===== config.mk =====
export PLATFORM = sky130hd
export DESIGN_NAME = matrix_c_writer
export DESIGN_NICKNAME = d
export VERILOG_FILES = /design/src/rtl/matrix_c_writer.sv
export SDC_FILE = /design/constraint.sdc
export NUM_CORES = 1
export LEC_CHECK = 0
export ABC_CLOCK_PERIOD_IN_PS = 4500
export CORE_UTILIZATION = 50
export DETAILED_ROUTE_END_ITERATION = 8
export MAX_ROUTING_LAYER = met4
export PLACE_DENSITY_LB_ADDON = 0.15
export SLEW_MARGIN = 20
export SYNTH_ARGS = -nofsm -noshare
export SYNTH_HDL_FRONTEND = slang
export SYNTH_SLANG_ARGS = --single-unit

===== constraint.sdc =====
create_clock -name clk -period 4.5 [get_ports clk]
set_clock_uncertainty 0.15 [all_clocks]
set_input_delay 0.9 -clock clk [delete_from_list [all_inputs] [get_ports clk]]
set_output_delay 0.9 -clock clk [all_outputs]
set_load 0.005 [all_outputs]

===== src/rtl/matrix_c_writer.sv =====
// rtl/matrix_c_writer.sv - accumulates multiplier products into matrix C elements and writes them row-major
// Optional feature: define MATRIX_C_SATURATE_EN for saturating accumulation with a sticky ovf flag.
module matrix_c_writer #(
    parameter int MATRIX_C_ROWS      = 8,
    parameter int MATRIX_C_COLUMNS   = 8,
    parameter int DOT_LENGTH         = 8,
    parameter int MATRIX_C_MEM_DEPTH = 64,
    parameter int MATRIX_MEM_WIDTH   = 32
) (
    input  logic                                  clk,
    input  logic                                  rst_n,
    input  logic                                  start,
    input  logic [MATRIX_MEM_WIDTH-1:0]           mult_out,
    input  logic                                  mult_done,
    output logic                                  wr_en,
    output logic [$clog2(MATRIX_C_MEM_DEPTH)-1:0] wr_address,
    output logic [MATRIX_MEM_WIDTH-1:0]           wr_data,
    output logic                                  busy,
    output logic                                  done,
    output logic                                  ovf
);
    localparam int W  = MATRIX_MEM_WIDTH;
    localparam int AW = $clog2(MATRIX_C_MEM_DEPTH);
    localparam int TW = $clog2(DOT_LENGTH);
    localparam int RW = (MATRIX_C_ROWS > 1) ? $clog2(MATRIX_C_ROWS) : 1;
    localparam int CW = (MATRIX_C_COLUMNS > 1) ? $clog2(MATRIX_C_COLUMNS) : 1;

    typedef enum logic [1:0] {IDLE, ACCUM, WRITE, FINISH} state_t;

    state_t              state;
    logic signed [W-1:0] acc;
    logic [TW-1:0]       term_cnt;
    logic [RW-1:0]       row_cnt;
    logic [CW-1:0]       col_cnt;
    logic [AW-1:0]       row_offset;
    logic                last_elem;
    logic [W-1:0]        sum;
    logic                add_ovf;
    logic                at_last_col;
    logic                at_last_elem;

`ifdef MATRIX_C_SATURATE_EN
    logic [W:0] sum_ext;
    // One guard bit exposes signed overflow: it differs from the result sign bit.
    always_comb begin
        sum_ext = {acc[W-1], acc} + {mult_out[W-1], mult_out};
        add_ovf = sum_ext[W] ^ sum_ext[W-1];
        if (add_ovf)
            sum = sum_ext[W] ? {1'b1, {(W-1){1'b0}}} : {1'b0, {(W-1){1'b1}}};
        else
            sum = sum_ext[W-1:0];
    end
`else
    always_comb begin
        sum     = acc + mult_out;
        add_ovf = 1'b0;
    end
`endif

    assign at_last_col  = (col_cnt == CW'(MATRIX_C_COLUMNS - 1));
    assign at_last_elem = at_last_col && (row_cnt == RW'(MATRIX_C_ROWS - 1));

    always_ff @(posedge clk) begin
        if (!rst_n) begin
            state      <= IDLE;
            acc        <= '0;
            term_cnt   <= '0;
            row_cnt    <= '0;
            col_cnt    <= '0;
            row_offset <= '0;
            last_elem  <= 1'b0;
            wr_en      <= 1'b0;
            wr_address <= '0;
            wr_data    <= '0;
            busy       <= 1'b0;
            done       <= 1'b0;
            ovf        <= 1'b0;
        end else begin
            case (state)
                IDLE: begin
                    wr_en <= 1'b0;
                    done  <= 1'b0;
                    if (start) begin
                        acc        <= '0;
                        term_cnt   <= '0;
                        row_cnt    <= '0;
                        col_cnt    <= '0;
                        row_offset <= '0;
                        ovf        <= 1'b0;
                        busy       <= 1'b1;
                        state      <= ACCUM;
                    end
                end
                ACCUM: begin
                    if (mult_done) begin
                        ovf <= ovf | add_ovf;
                        if (term_cnt == TW'(DOT_LENGTH - 1)) begin
                            wr_data    <= sum;
                            wr_address <= row_offset + AW'(col_cnt);
                            wr_en      <= 1'b1;
                            last_elem  <= at_last_elem;
                            acc        <= '0;
                            term_cnt   <= '0;
                            // Counters move to the next element now so WRITE can accept its first term.
                            if (at_last_col) begin
                                col_cnt    <= '0;
                                row_cnt    <= row_cnt + 1'b1;
                                row_offset <= row_offset + AW'(MATRIX_C_COLUMNS);
                            end else begin
                                col_cnt <= col_cnt + 1'b1;
                            end
                            state <= WRITE;
                        end else begin
                            acc      <= sum;
                            term_cnt <= term_cnt + 1'b1;
                        end
                    end
                end
                WRITE: begin
                    wr_en <= 1'b0;
                    if (last_elem) begin
                        done  <= 1'b1;
                        state <= FINISH;
                    end else begin
                        if (mult_done) begin
                            acc      <= mult_out;
                            term_cnt <= TW'(1);
                        end
                        state <= ACCUM;
                    end
                end
                FINISH: begin
                    done  <= 1'b0;
                    busy  <= 1'b0;
                    state <= IDLE;
                end
                default: state <= IDLE;
            endcase
        end
    end
endmodule


==> summary.md <==
| Metric | Value |
|---|---|
| Layout cells sized above 1 | `0.0583` |
| Top FF cell, synth | `dfxtp_1` |
| WL met3 | `1170 um` |
| Post-CTS sizing | `0` |
| Vias in the first global route | `5020` |
| N_diodes | `0` |
| CP cell instances | `clkdlybuf4s50_1, ha_1, fa_1, a21oi_1, o211ai_1, o211ai_1, a21oi_1, a211oi_1, xor2_1, o22ai_1` |
| Status | `complete, no violations` |
| Die Y | `106 um` |
| Clock transition at the registers of the reported paths | `about 0.1 ns` |
| Critical path buffers and inverters | `1` |
| Critical-path maximum fanout | `4` |
| Port buffer count | `76` |
| Final ANT Viol Nets | `0` |
| VDD IR-drop max | `approximately 0.23 mV` |
| CTS Buf Count | `9` |
| Crit path DAT | `3.67 ns` |
| DR vias | `between 5000 and 6000` |
| Tot GR Track Use | `0.282` |
| Drt total wl | `15000 um` |
| Fin nets | `811` |
| Slew @ Worst Pin | `0.683 ns` |
| F_max | `279 MHz` |
| Hold Crit Class | `reg2reg` |
| Synth Instances | `681` |
| Top Ports | `just under 80` |
| Storage element area | `1760 sq um` |
| Clock root buffer | `clkbuf_8` |
| Fin. Hold Viols | `0` |
| CTS tree | `done` |
| Placer Congestion | `0.978` |
| DRT Pass-1 Iters | `6` |
| Power per cell area | `316 nW/um^2` |
| Starting Density | `0.520` |
| Post-synth EDFFs | `0` |
| Critical path's slowest cell | `a211oi_1` |
| Row cnt | `37` |
| Wl on met1 | `6910 um` |
| DRC Markers | `0` |
| Post-CTS setup buffers | `0` |
| WL/cell | `roughly 17 um` |
| Antenna violations before repair | `0` |
| Placeable Area | `about 10000 sq um` |
| CTS H-tree lvls | `3` |
| Setup TNS | `0 ns` |
| Max Cap Viol | `0` |
| Hold_buf cts | `0` |
| RSZ-0062 raised after global routing | `no` |
| Synthesized Nets | `760` |
| LEAKAGE | `2.41 nW` |
| Die area | `11200 sq um` |
| Tcrit/Tclk final | `0.796` |
| Multi-input logic area | `about 3400 sq um` |
| Crit path largest cell delay | `0.47 ns` |
| Min cycle time layout | `between 3 and 4 ns` |
| Placement Setup Slack | `0.582 ns` |
| Post-DR vias/cell | `6.15` |
| Final worst slack | `0.919 ns` |
| Top Family by Delay on Critical Path | `compound AO/OA/AOI/OAI gates` |
| Number of synthesized register bits | `88` |
| Routed wl met2 | `6670 um` |
| Req. time, crit path | `~4.6 ns` |
| Avg Cell Area, Syn | `7.95 sq um` |
| Yosys warnings | `0` |
| Final Setup Violations | `0` |
| Overflow after GRT | `0` |
| DR iter-0 viols | `402` |
| Layout area overhead | `19.4%` |
| Sink Count | `between 80 and 90` |
| First-pass GRT wire length | `24600 um` |
| CP Class | `in2reg` |
| Count of different cell masters after synthesis | `68` |
| Setup crit end kind | `register` |
| Max-slew violations | `0` |
| Die Wd | `106 um` |
| Crit start category | `primary input` |
| Fill cells | `between 900 and 1000` |
| Clk_lat worst skew | `0.38 ns` |
| Post-Syn Area | `5410 sq um` |
| Largest net degree at the start of global routing | `38` |
| Bufs on Longest Clock Path | `2` |
| Max_slew headroom | `0.543` |
| DPL Wire Length | `10600 um` |
| Async set or reset register ratio after synthesis | `0` |
| Max Used Layer | `met4` |
| Sequential share of the synthesized area | `0.326` |
worst min-delay path, stage by stage (launching register included):
cell	delay, ns
dfxtp_1	0.32
nand2_1	0.05
a21oi_1	0.05
logic make-up (layout without fill, tap and decap cells):
kind of cell | count (synthesis) | after routing | share of synthesized area
XOR/XNOR | 26 | 26 | 0.0421
other | 1 | 1 | 0.000693
multiplexers | 1 | 1 | 0.00208
buffers and inverters | 58 | 114 | 0.0416
adder cells (fa/ha/maj) | 43 | 43 | 0.101
AND/OR/NAND/NOR | 245 | 245 | 0.221
flip-flops | 88 | 88 | 0.326
AO/OA/AOI/OAI | 219 | 219 | 0.267
layer usage:
metal,vias to the layer above,GRT usage
li1,2623,-
met1,2514,0.384
met2,218,0.423
met3,17,0.0552
met4,0,0.0833
met5,-,-
metrics by stage:
stage / utilization / hold WS [ns] / instances / area [sq um] / power [mW]
CTS: 0.620 / 0.313 / 873 / 6460 / 2.04
detailed placement: 0.600 / 0.299 / 857 / 6250 / 1.44
finish: 0.620 / 0.309 / 873 / 6460 / 2.04
global placement: 0.600 / 0.292 / 857 / 6250 / 1.43
floorplan: - / 0.286 / 681 / 5410 / 1.27
global route: 0.620 / 0.330 / 873 / 6460 / 2.16
power breakdown:
| part | internal [mW] | leakage (nW) | switching [mW] |
|---|---|---|---|
| Clock | 0.282 | 0.111 | 0.331 |
| Combinational | 0.217 | 1.59 | 0.367 |
| Sequential | 0.818 | 0.710 | 0.0275 |
Yosys cell counts (11+ instances only):
cell | instances | area share
o22ai_1 | 14 | 0.016
inv_1 | 12 | 0.0083
nand4_1 | 13 | 0.015
nor2_1 | 46 | 0.032
a22oi_1 | 21 | 0.029
nand2_1 | 82 | 0.057
ha_1 | 42 | 0.097
xor2_1 | 14 | 0.023
nand3_1 | 42 | 0.039
xnor2_1 | 12 | 0.019
a21oi_1 | 72 | 0.067
dfxtp_1 | 88 | 0.33
clkbuf_1 | 38 | 0.026
a222oi_1 | 11 | 0.020
o21ai_0 | 35 | 0.032
nor3_1 | 11 | 0.010
area by class of cell:
cell class / count / area share
multi-input cells: 535 / 0.532
flip-flops and latches: 88 / 0.273
repair buffers: 86 / 0.129
well taps: 136 / 0.0263
clock buffers: 10 / 0.0213
clock inverters: 6 / 0.0116
inverters: 12 / 0.00697
cells in the final DEF, fill, tap and decap left out, types with 12 or more instances in the layout:
cell              n
a21oi_1          72
a22oi_1          21
clkdlybuf4s50_1  76
dfxtp_1          88
ha_1             42
nand2_1          82
nand3_1          41
nand4_1          13
nor2_1           45
o21ai_0          35
o22ai_1          14
xnor2_1          12
xor2_1           14
registers in the layout (all words and copies together) (netlist names):
name	cells
done	1
row_cnt	3
busy	1
row_offset	3
wr_en	1
wr_data	32
state	2
col_cnt	3
acc	32
last_elem	1
term_cnt	3
wr_address	6
path summary, 6_finish.rpt:
| path | start | endpoint | slack, ns | cells after the start |
|---|---|---|---|---|
| setup reg to reg | acc[0] | acc[24] | 1.57 | 9 |
| hold reg to reg | row_cnt[1] | row_cnt[1] | 0.31 | 2 |
| setup / recovery | mult_out[0] | acc[24] | 0.92 | 10 |
| hold / removal | row_cnt[1] | row_cnt[1] | 0.31 | 2 |
Note: power is estimated with default switching activity, not from simulation.
